### config.mk
export PLATFORM = sky130hd
export DESIGN_NAME = rtc_bus_seq_flat
export DESIGN_NICKNAME = d
export VERILOG_FILES = /design/src/rtl/rtc_bus_seq_if.sv /design/src/rtl/rtc_bus_seq.sv /design/src/flat_wrapper.sv
export SDC_FILE = /design/constraint.sdc
export NUM_CORES = 1
export LEC_CHECK = 0
export BUFFER_PORTS_ARGS = -buffer_cell sky130_fd_sc_hd__buf_2
export CORE_MARGIN = 8
export CORE_UTILIZATION = 45
export DETAILED_ROUTE_END_ITERATION = 6
export PLACE_DENSITY = 0.68
export SYNTH_ARGS = -nofsm -noshare
export SYNTH_HDL_FRONTEND = slang
export SYNTH_SLANG_ARGS = --single-unit
### constraint.sdc
create_clock -name clk -period 3.43 [get_ports clk]
set_input_delay 0 -clock clk [delete_from_list [all_inputs] [get_ports clk]]
set_output_delay 0 -clock clk [all_outputs]
set_load 0.05 [all_outputs]
### src/rtl/rtc_bus_seq_if.sv
// Bundle of the sequencer's request side (from the register-map controller) and its
// RTC pad side (towards the tri-state pad logic).
//   master: the sequencer itself (drives strobes, bus_out/bus_oe, read data, status)
//   slave : the controller/pad logic around it
interface rtc_bus_seq_if #(
    parameter int unsigned DATA_W  = 8,
    parameter int unsigned BURST_W = 4
);
    logic               start;
    logic               w_r;
    logic [DATA_W-1:0]  addr;
    logic [BURST_W-1:0] burst_len;
    logic [DATA_W-1:0]  wdata;
    logic [DATA_W-1:0]  bus_in;
    logic               a_d;
    logic               cs;
    logic               rd;
    logic               wr;
    logic [DATA_W-1:0]  bus_out;
    logic               bus_oe;
    logic               wdata_req;
    logic [DATA_W-1:0]  rdata;
    logic               rdata_valid;
    logic               busy;
    logic               done;

    modport master (
        input  start, w_r, addr, burst_len, wdata, bus_in,
        output a_d, cs, rd, wr, bus_out, bus_oe, wdata_req, rdata, rdata_valid, busy, done
    );

    modport slave (
        output start, w_r, addr, burst_len, wdata, bus_in,
        input  a_d, cs, rd, wr, bus_out, bus_oe, wdata_req, rdata, rdata_valid, busy, done
    );
endinterface

### src/rtl/rtc_bus_seq.sv
// Bus sequencer for the RTC chip's multiplexed address/data interface. Each transfer runs
// AS -> AW -> AH -> GAP -> DW -> DH -> REC, every phase lasting its T_* cycles; bursts repeat
// the address phase with an auto-incremented register address.
// Ports:
//   clk, reset : clock and synchronous active-high reset
//   sif        : request inputs (start, w_r, addr, burst_len, wdata, bus_in) and RTC/pad
//                outputs (a_d, cs, rd, wr, bus_out, bus_oe), wdata_req, rdata, rdata_valid,
//                busy, done
module rtc_bus_seq #(
    parameter int unsigned DATA_W  = 8,
    parameter int unsigned BURST_W = 4,
    parameter int unsigned T_AS    = 3,
    parameter int unsigned T_AW    = 6,
    parameter int unsigned T_AH    = 3,
    parameter int unsigned T_GAP   = 8,
    parameter int unsigned T_DW    = 8,
    parameter int unsigned T_DH    = 3,
    parameter int unsigned T_REC   = 12
) (
    input  logic          clk,
    input  logic          reset,
    rtc_bus_seq_if.master sif
);

    localparam int unsigned M1    = (T_AS > T_AW) ? T_AS : T_AW;
    localparam int unsigned M2    = (M1 > T_AH) ? M1 : T_AH;
    localparam int unsigned M3    = (M2 > T_GAP) ? M2 : T_GAP;
    localparam int unsigned M4    = (M3 > T_DW) ? M3 : T_DW;
    localparam int unsigned M5    = (M4 > T_DH) ? M4 : T_DH;
    localparam int unsigned T_MAX = (M5 > T_REC) ? M5 : T_REC;
    localparam int unsigned CNT_W = (T_MAX > 1) ? $clog2(T_MAX) : 1;

    localparam logic [CNT_W-1:0] LAST_AS  = CNT_W'(T_AS - 1);
    localparam logic [CNT_W-1:0] LAST_AW  = CNT_W'(T_AW - 1);
    localparam logic [CNT_W-1:0] LAST_AH  = CNT_W'(T_AH - 1);
    localparam logic [CNT_W-1:0] LAST_GAP = CNT_W'(T_GAP - 1);
    localparam logic [CNT_W-1:0] LAST_DW  = CNT_W'(T_DW - 1);
    localparam logic [CNT_W-1:0] LAST_DH  = CNT_W'(T_DH - 1);
    localparam logic [CNT_W-1:0] LAST_REC = CNT_W'(T_REC - 1);

    typedef enum logic [2:0] {StIdle, StAs, StAw, StAh, StGap, StDw, StDh, StRec} state_e;

    state_e             state_q, state_d;
    logic [CNT_W-1:0]   cnt_q;
    logic               phase_last;

    logic               w_r_q;
    logic [DATA_W-1:0]  addr_q, addr_d;
    logic [DATA_W-1:0]  wdata_q, wdata_d;
    logic [BURST_W-1:0] burst_q;
    logic [BURST_W-1:0] xfer_q;

    logic accept, rec_end, final_xfer;

    logic               a_d_q, a_d_d;
    logic               cs_q, cs_d;
    logic               rd_q, rd_d;
    logic               wr_q, wr_d;
    logic               oe_q, oe_d;
    logic [DATA_W-1:0]  bus_out_q, bus_out_d;
    logic               wdata_req_q, wdata_req_d;
    logic [DATA_W-1:0]  rdata_q, rdata_d;
    logic               rdata_valid_q, rdata_valid_d;
    logic               busy_q, busy_d;
    logic               done_q, done_d;

    assign accept     = (state_q == StIdle) && sif.start;
    assign rec_end    = (state_q == StRec) && phase_last;
    assign final_xfer = (xfer_q == burst_q);

    always_comb begin
        phase_last = 1'b0;
        unique case (state_q)
            StAs:    phase_last = (cnt_q == LAST_AS);
            StAw:    phase_last = (cnt_q == LAST_AW);
            StAh:    phase_last = (cnt_q == LAST_AH);
            StGap:   phase_last = (cnt_q == LAST_GAP);
            StDw:    phase_last = (cnt_q == LAST_DW);
            StDh:    phase_last = (cnt_q == LAST_DH);
            StRec:   phase_last = (cnt_q == LAST_REC);
            default: phase_last = 1'b0;
        endcase
    end

    // State register and phase counter; the counter restarts on every state change.
    always_ff @(posedge clk) begin
        if (reset) begin
            state_q <= StIdle;
            cnt_q   <= '0;
        end else begin
            state_q <= state_d;
            if (state_d != state_q || state_q == StIdle) begin
                cnt_q <= '0;
            end else begin
                cnt_q <= cnt_q + CNT_W'(1);
            end
        end
    end

    // Next-state logic.
    always_comb begin
        state_d = state_q;
        unique case (state_q)
            StIdle:  if (sif.start) state_d = StAs;
            StAs:    if (phase_last) state_d = StAw;
            StAw:    if (phase_last) state_d = StAh;
            StAh:    if (phase_last) state_d = StGap;
            StGap:   if (phase_last) state_d = StDw;
            StDw:    if (phase_last) state_d = StDh;
            StDh:    if (phase_last) state_d = StRec;
            StRec:   if (phase_last) state_d = final_xfer ? StIdle : StAs;
            default: state_d = StIdle;
        endcase
    end

    // Address/data shadow registers; the bus value is derived from the *_d versions so the
    // registered bus_out already shows the new address/word in the first cycle of a phase.
    always_comb begin
        addr_d  = addr_q;
        wdata_d = wdata_q;
        if (accept) begin
            addr_d  = sif.addr;
            wdata_d = sif.wdata;
        end else if (rec_end) begin
            addr_d  = addr_q + DATA_W'(1);
            wdata_d = sif.wdata;
        end
    end

    always_ff @(posedge clk) begin
        if (reset) begin
            w_r_q   <= 1'b0;
            addr_q  <= '0;
            wdata_q <= '0;
            burst_q <= '0;
            xfer_q  <= '0;
        end else begin
            addr_q  <= addr_d;
            wdata_q <= wdata_d;
            if (accept) begin
                w_r_q   <= sif.w_r;
                burst_q <= sif.burst_len;
                xfer_q  <= '0;
            end else if (rec_end) begin
                xfer_q <= xfer_q + BURST_W'(1);
            end
        end
    end

    // Output logic, decoded from the state being entered and then registered.
    always_comb begin
        a_d_d     = 1'b1;
        cs_d      = 1'b1;
        rd_d      = 1'b1;
        wr_d      = 1'b1;
        oe_d      = 1'b0;
        bus_out_d = '0;
        unique case (state_d)
            StAs: begin
                a_d_d     = 1'b0;
                oe_d      = 1'b1;
                bus_out_d = addr_d;
            end
            StAw: begin
                a_d_d     = 1'b0;
                cs_d      = 1'b0;
                wr_d      = 1'b0;
                oe_d      = 1'b1;
                bus_out_d = addr_d;
            end
            StAh: begin
                a_d_d     = 1'b0;
                oe_d      = 1'b1;
                bus_out_d = addr_d;
            end
            StDw: begin
                cs_d = 1'b0;
                if (w_r_q) begin
                    wr_d      = 1'b0;
                    oe_d      = 1'b1;
                    bus_out_d = wdata_d;
                end else begin
                    rd_d = 1'b0;
                end
            end
            StDh: begin
                if (w_r_q) begin
                    oe_d      = 1'b1;
                    bus_out_d = wdata_d;
                end
            end
            default: ;
        endcase

        wdata_req_d   = (state_q == StDh) && phase_last && w_r_q && !final_xfer;
        rdata_valid_d = (state_q == StDw) && phase_last && !w_r_q;
        rdata_d       = rdata_valid_d ? sif.bus_in : rdata_q;
        busy_d        = (state_d != StIdle);
        done_d        = rec_end && final_xfer;
    end

    always_ff @(posedge clk) begin
        if (reset) begin
            a_d_q         <= 1'b1;
            cs_q          <= 1'b1;
            rd_q          <= 1'b1;
            wr_q          <= 1'b1;
            oe_q          <= 1'b0;
            bus_out_q     <= '0;
            wdata_req_q   <= 1'b0;
            rdata_q       <= '0;
            rdata_valid_q <= 1'b0;
            busy_q        <= 1'b0;
            done_q        <= 1'b0;
        end else begin
            a_d_q         <= a_d_d;
            cs_q          <= cs_d;
            rd_q          <= rd_d;
            wr_q          <= wr_d;
            oe_q          <= oe_d;
            bus_out_q     <= bus_out_d;
            wdata_req_q   <= wdata_req_d;
            rdata_q       <= rdata_d;
            rdata_valid_q <= rdata_valid_d;
            busy_q        <= busy_d;
            done_q        <= done_d;
        end
    end

    assign sif.a_d         = a_d_q;
    assign sif.cs          = cs_q;
    assign sif.rd          = rd_q;
    assign sif.wr          = wr_q;
    assign sif.bus_oe      = oe_q;
    assign sif.bus_out     = bus_out_q;
    assign sif.wdata_req   = wdata_req_q;
    assign sif.rdata       = rdata_q;
    assign sif.rdata_valid = rdata_valid_q;
    assign sif.busy        = busy_q;
    assign sif.done        = done_q;

endmodule

### src/flat_wrapper.sv
// flat-port wrapper written by rule: the top's interface ports become plain ports
module rtc_bus_seq_flat 
#(
    parameter int unsigned DATA_W  = 8,
    parameter int unsigned BURST_W = 4,
    parameter int unsigned T_AS    = 3,
    parameter int unsigned T_AW    = 6,
    parameter int unsigned T_AH    = 3,
    parameter int unsigned T_GAP   = 8,
    parameter int unsigned T_DW    = 8,
    parameter int unsigned T_DH    = 3,
    parameter int unsigned T_REC   = 12
)
  (clk, reset, sif_start, sif_w_r, sif_addr, sif_burst_len, sif_wdata, sif_bus_in, sif_a_d, sif_cs, sif_rd, sif_wr, sif_bus_out, sif_bus_oe, sif_wdata_req, sif_rdata, sif_rdata_valid, sif_busy, sif_done);
  rtc_bus_seq_if #(.DATA_W(DATA_W), .BURST_W(BURST_W)) sif_i ();
  input  logic clk;
  input  logic reset;
  input wire logic [$bits(sif_i.start)-1:0] sif_start;
  input wire logic [$bits(sif_i.w_r)-1:0] sif_w_r;
  input wire logic [$bits(sif_i.addr)-1:0] sif_addr;
  input wire logic [$bits(sif_i.burst_len)-1:0] sif_burst_len;
  input wire logic [$bits(sif_i.wdata)-1:0] sif_wdata;
  input wire logic [$bits(sif_i.bus_in)-1:0] sif_bus_in;
  output wire logic [$bits(sif_i.a_d)-1:0] sif_a_d;
  output wire logic [$bits(sif_i.cs)-1:0] sif_cs;
  output wire logic [$bits(sif_i.rd)-1:0] sif_rd;
  output wire logic [$bits(sif_i.wr)-1:0] sif_wr;
  output wire logic [$bits(sif_i.bus_out)-1:0] sif_bus_out;
  output wire logic [$bits(sif_i.bus_oe)-1:0] sif_bus_oe;
  output wire logic [$bits(sif_i.wdata_req)-1:0] sif_wdata_req;
  output wire logic [$bits(sif_i.rdata)-1:0] sif_rdata;
  output wire logic [$bits(sif_i.rdata_valid)-1:0] sif_rdata_valid;
  output wire logic [$bits(sif_i.busy)-1:0] sif_busy;
  output wire logic [$bits(sif_i.done)-1:0] sif_done;
  assign sif_i.start = sif_start;
  assign sif_i.w_r = sif_w_r;
  assign sif_i.addr = sif_addr;
  assign sif_i.burst_len = sif_burst_len;
  assign sif_i.wdata = sif_wdata;
  assign sif_i.bus_in = sif_bus_in;
  assign sif_a_d = sif_i.a_d;
  assign sif_cs = sif_i.cs;
  assign sif_rd = sif_i.rd;
  assign sif_wr = sif_i.wr;
  assign sif_bus_out = sif_i.bus_out;
  assign sif_bus_oe = sif_i.bus_oe;
  assign sif_wdata_req = sif_i.wdata_req;
  assign sif_rdata = sif_i.rdata;
  assign sif_rdata_valid = sif_i.rdata_valid;
  assign sif_busy = sif_i.busy;
  assign sif_done = sif_i.done;
  rtc_bus_seq #(.DATA_W(DATA_W), .BURST_W(BURST_W), .T_AS(T_AS), .T_AW(T_AW), .T_AH(T_AH), .T_GAP(T_GAP), .T_DW(T_DW), .T_DH(T_DH), .T_REC(T_REC)) u_core (.clk(clk), .reset(reset), .sif(sif_i));
endmodule
Word level (Yosys, flattened, before mapping):

Cells that the tools add are included.

* output and inout bits: 25
* word-level logic and storage cells: 84
* input bits: 32
* register bits: 57

* reduce and logical (&&, ||, !) cells: 21
* equality and inequality tests: 18
* bitwise operators: 1
* multiplexer cells: 23
* add/sub/neg operators: 3

Operators by type and width (count)
* $mux W8: 5
* $mux W3: 8
* $pmux W3 S8: 1
* $eq A3 B3 Y1 const B: 6
* $pmux W8 S2: 1
* $eq A3 B2 Y1 const B: 4
* $reduce_or A2 Y1: 6
* $add A4 B1 Y4 const B: 2
* $add A8 B1 Y8 const B: 1
* $eq A4 B3 Y1 const B: 2
* $logic_and A1 B1 Y1: 8
* $eq A3 B1 Y1 const B: 2
* $reduce_or A3 Y1: 2
* $mux W1: 5
* $eq A4 B2 Y1 const B: 1
* $eq A4 B4 Y1: 1
* $eq A4 B4 Y1 const B: 1
* $pmux W1 S2: 2
* $pmux W1 S4: 1
* $logic_not A3 Y1: 1
* $ne A3 B3 Y1: 1
* $reduce_bool A3 Y1: 1
* $logic_not A1 Y1: 2
* $logic_or A1 B1 Y1: 1
* $not A1 Y1: 1

Longest topological paths before layout:

* depth in word-level cells: 8
* mapped depth: 10
* gate-level depth less buffers: 7

Worst setup path after synthesis:

OpenSTA, ideal clock, no wires.

* kind: flip-flop to flip-flop
* start point: reg u_core.state_q[2]
* end point: reg u_core.bus_out_q[5] (netlist: u_core.sif.bus_out[5])
* setup time: 122 ps
* clock period less this slack: 2100 ps
* data required time: 3308 ps
* path slack: 1330 ps
* path buffers: 2
* arrival: 1978 ps
* cell stages (with the launch flop): 10
* cell sequence: dfxtp_1 -> buf_4 -> nand2_1 -> a211oi_2 -> o211ai_1 -> o21a_1 -> o41ai_1 -> nand2b_1 -> buf_4 -> a21oi_1

* word-level cells in the longest chain between the ends: 8
* elaborated cells between the ends (all ways): 35
* classes of those cells: eq/ne: 12; mux: 16; reduce/logical: 7

RTL lines
* from (decl): line rtc_bus_seq.sv:43 `state_e state_q, state_d;`
* from (signal assigned): line rtc_bus_seq.sv:88 `state_q <= StIdle;`
* from (signal assigned): line rtc_bus_seq.sv:91 `state_q <= state_d;`
* $eq A3 B1 Y1 (tied with other cells): line rtc_bus_seq.sv:73, rtc_bus_seq.sv:103
* $reduce_or A3 Y1 (no line) / $reduce_or A2 Y1 (equally long branches)
* $pmux W1 S4: line rtc_bus_seq.sv:73 `unique case (state_q)`
* $mux W3 (tied with other cells): line rtc_bus_seq.sv:111 `StRec: if (phase_last) state_d = final_xfer ? StIdle : StAs;`
* $pmux W3 S8 / $mux W8 (equally long branches): line rtc_bus_seq.sv:103, rtc_bus_seq.sv:124
* $eq A3 B1 Y1 (tied with other cells): line rtc_bus_seq.sv:158 `unique case (state_d)`
* $reduce_or A3 Y1 (no line) (tied with other cells)
* $pmux W8 S2 *: line rtc_bus_seq.sv:158
* to (signal assigned): line rtc_bus_seq.sv:221 `bus_out_q <= bus_out_d;`
* to (decl): line rtc_bus_seq.sv:60 `logic [DATA_W-1:0] bus_out_q, bus_out_d;`

Every way passes the cells marked *; elsewhere a longest branch is shown, timed or not.
A chain may end at the register's enable or synchronous reset.

Worst setup path after layout:

* start point: reg u_core.state_q[0]
* end point: reg u_core.bus_out_q[3] (netlist: u_core.sif.bus_out[3])

Same word-level chain as after synthesis.

==> results_tabular.tex <==
\begin{tabular}{lr}
\hline
Metric & Value \\
\hline
\multicolumn{2}{l}{\textbf{Logic synthesis}} \\
Simple logic cell fraction of the synthesized area & between 20 and 25\% \\
Post-synthesis cell type with the largest combined area & sky130\_fd\_sc\_hd\_\_dfxtp\_1 \\
Largest family of logic cells by synthesized area & simple AND/OR/NAND/NOR gates \\
Synthesized netlist cell count & slightly above 300 \\
Most numerous cell in the Yosys netlist & sky130\_fd\_sc\_hd\_\_dfxtp\_1 \\
Per-instance average area after synthesis & a little under 9 um\^{}2 \\
Post-synth EDFFs & 0 \\
Ys Warns & 0 \\
Proportion of register bits with asynchronous set or reset after synthesis & 0\% \\
Sequential share of the synthesized area & between 40\% and 50\% \\
Fraction of post-synthesis cell area in the top cell type by area & 42.6\% \\
Mapped cell area & roughly 2700 um\^{}2 \\
Synthesized net count & about 340 \\
Multiplexer area fraction after synthesis & 7.84\% \\
Area fraction in compound gates after synthesis & between 10\% and 20\% \\
Number of register bits inferred by synthesis & between 50 and 60 \\
Main synth FF type & sky130\_fd\_sc\_hd\_\_dfxtp\_1 \\
Post-synthesis xor/xnor area fraction & approximately 5.2\% \\
Adder-cell share of the synthesized area & under 10\% \\
Most frequent cells after synthesis & 57 x sky130\_fd\_sc\_hd\_\_dfxtp\_1, 43 x sky130\_fd\_sc\_hd\_\_nor2\_1, 22 x sky130\_fd\_sc\_hd\_\_nand2\_1, 21 x sky130\_fd\_sc\_hd\_\_mux2i\_1, 15 x sky130\_fd\_sc\_hd\_\_a21oi\_1 \\
Number of different library cells in the post-synthesis netlist & 55 \\
Top cells by area, synth & sky130\_fd\_sc\_hd\_\_dfxtp\_1 43\%, sky130\_fd\_sc\_hd\_\_mux2i\_1 7.8\%, sky130\_fd\_sc\_hd\_\_nor2\_1 6.0\% \\
\multicolumn{2}{l}{\textbf{Finish}} \\
Nets & slightly above 400 \\
Fill cells & between 400 and 500 \\
Multi-input gate area & approximately 1400 um\^{}2 \\
Seq. cell area & around 1100 um\^{}2 \\
Share of post-route cells with drive strength above 1 & a little under a quarter \\
Number of antenna diodes & 0 \\
Area added between synthesis and finish & 27.1\% \\
\multicolumn{2}{l}{\textbf{Global route}} \\
Largest net degree at the start of global routing & 36 \\
Total global routing track utilization & between 15 and 20\% \\
Number of antenna violations at the first check in global routing & 0 \\
Vias in the first global route & roughly 2300 \\
Grt ovf & 0 \\
Global-route wire length before repair & between 10 and 15 mm \\
\multicolumn{2}{l}{\textbf{Die}} \\
Num rows & 28 \\
Core ar. & 5850 um\^{}2 \\
Top-Level Pins & 57 \\
Die outline height & around 93 um \\
Area of the die & between 8000 and 9000 um\^{}2 \\
Die width & around 93 um \\
Effective utilization at floorplan & a little under half \\
\multicolumn{2}{l}{\textbf{Worst setup path}} \\
Crit path DAT & between 3 and 4 ns \\
Max FO, Critical Path & 24 \\
Required time of the critical path & around 3.6 ns \\
Kind of end point of the critical path & register \\
Critical Path Start Type & register \\
Kind of critical path & register to register \\
\multicolumn{2}{l}{\textbf{Clock network}} \\
Resized cells post-CTS & 0 \\
Clock edge transition at the registers on the reported setup and hold paths & 0.06 ns \\
Num Clock Sinks & 57 \\
Number of buffers created by CTS & 9 \\
TritonCTS clock tree & yes \\
Clock latency on the worst-skew pair & between 0.3 and 0.4 ns \\
Root cell of the clock tree & sky130\_fd\_sc\_hd\_\_clkbuf\_8 \\
Number of buffers on the longest clock path & 2 \\
Number of H-tree levels & 3 \\
Setup bufs post-CTS & 0 \\
\multicolumn{2}{l}{\textbf{Power}} \\
P\_leak & 1.48 nW \\
Worst VDD drop & between 0.0003 and 0.0004 V \\
P per Cell Area & $\sim$450 nW/um\^{}2 \\
Design Power & about 0.0015 W \\
\multicolumn{2}{l}{\textbf{Job}} \\
Reported max-cap violation count & 0 \\
\multicolumn{2}{l}{\textbf{STA}} \\
Worst max-slew margin expressed relative to the limit & between 40\% and 50\% \\
Total negative slack for setup checks & 0 ns \\
Period utilisation layout & a little under nine tenths \\
RSZ-0062 raised after global routing & false \\
Number of setup violations in the final report & 0 \\
Final hold vios & 0 \\
Skew final & between 0.007 and 0.008 ns \\
Total count of max-transition violations in the final report & 0 \\
Minimum period implied by the final worst setup slack & between 2 and 3 ns \\
Highest Clock Rate & approximately 340 MHz \\
Slew at the pin with the worst max-slew slack & 0.790 ns \\
\multicolumn{2}{l}{\textbf{Placement}} \\
Final RePlAce weighted congestion & approximately 0.86 \\
Count of buffers from port buffering & 56 \\
Placed wire-length estimate after detailed placement & between 4 and 5 mm \\
\multicolumn{2}{l}{\textbf{Routing}} \\
Iteration-0 DRC count of the detailed router & 212 \\
DRC Markers & 0 \\
DRT Pass-1 Iters & 6 \\
Drt wl/cell & 14.4 um \\
Routed vias & roughly 2400 \\
DR vias/cell & roughly 5.3 \\
WL final & 6.61 mm \\
Final antenna-violating net count & 0 \\
\multicolumn{2}{l}{\textbf{Worst hold path}} \\
Path category of the worst min-delay check & primary input to register \\
\multicolumn{2}{l}{\textbf{Outcome}} \\
Run status & finished, final reports clean \\
\hline
\end{tabular}
## critical path, stage by stage, from the launching register on
cell	delay [ns]
sky130_fd_sc_hd__dfxtp_1	0.83
sky130_fd_sc_hd__nor2b_1	0.21
sky130_fd_sc_hd__o21ai_1	0.11
sky130_fd_sc_hd__a31oi_2	0.55
sky130_fd_sc_hd__nor3_1	0.16
sky130_fd_sc_hd__o41ai_1	0.42
sky130_fd_sc_hd__nand2b_1	0.40
sky130_fd_sc_hd__nor2_1	0.10
## path summary, 6_finish.rpt
path / from / cells after the start / slack, ns / end
min reg2reg: u_core.burst_q[1] / 2 / 0.47 / u_core.burst_q[1]
min: sif_addr[5] / 3 / 0.03 / u_core.addr_q[5]
max: u_core.state_q[0] / 7 / 0.51 / u_core.sif.bus_out[3]
max reg2reg: u_core.state_q[0] / 7 / 0.51 / u_core.sif.bus_out[3]
## layer usage
metal	part of all wire (%)	wire, um	up-vias	GRT usage, %
li1	-	-	1214	-
met1	44	2920	1123	19.5
met2	46	3070	82	24.0
met3	7.7	511	11	6.73
met4	1.6	106	0	5.23
met5	0	0	-	0
## power by group
part / switching [W] / total [W] / internal [W]
Clock: 0.000255 / 0.000609 / 0.000354
Combinational: 0.000124 / 0.000212 / 0.0000882
Sequential: 0.0000228 / 0.000714 / 0.000691
## metrics by stage
stage	cell area [um^2]	cells	worst slack [ns]	util, %	hold WS [ns]
finish	3410	459	0.513	58.2	0.0264
global route	3410	459	0.242	58.2	0.0397
CTS	3410	459	0.530	58.2	0.0130
detailed placement	3000	421	0.569	51.2	0.237
global placement	3000	421	0.581	51.2	0.229
floorplan	2680	303	1.33	-	0.136
## cell type report
| class | instances | share of cell area, % |
|---|---|---|
| multi-input combinational | 224 | 42.1 |
| sequential | 57 | 33.5 |
| timing repair buffer | 82 | 15.6 |
| clock buffer | 13 | 4.37 |
| tap | 75 | 2.75 |
| clock inverter | 3 | 1.18 |
| inverter | 5 | 0.551 |
## sequential cells by signal, summed over array words and instances, names as in the netlist, 3 cells and up
register and flops:
u_core.addr_q 8, u_core.sif.bus_out 8, u_core.sif.rdata 8, u_core.wdata_q 8, u_core.burst_q 4, u_core.cnt_q 4, u_core.xfer_q 4, u_core.state_q 3
## cells in the final DEF (no fill, tap or decap), drive strengths merged, types with 10 or more instances in the layout
cell type and n:
clkbuf 13, nor3 14, nor2 44, a21oi 18, nand2b 10, buf 60, xnor2 10, nand2 23
dlygate4sd3 22, dfxtp 57, mux2i 21
## cells by family (layout without fill, tap and decap cells)
family,after synthesis,after routing
xor+xnor,16,16
compound gates,54,54
fa+ha+maj,3,3
simple gates,130,130
buf+inv,22,103
flops,57,57
mux,21,21
## what timing repair did
action / 4_1_cts / 5_1_grt
hold endpoints to repair: 22 / 0
hold buffers: 22 / 0
endpoints found under the setup margin: 0 / 0
Power figures use the tool's default switching activity.
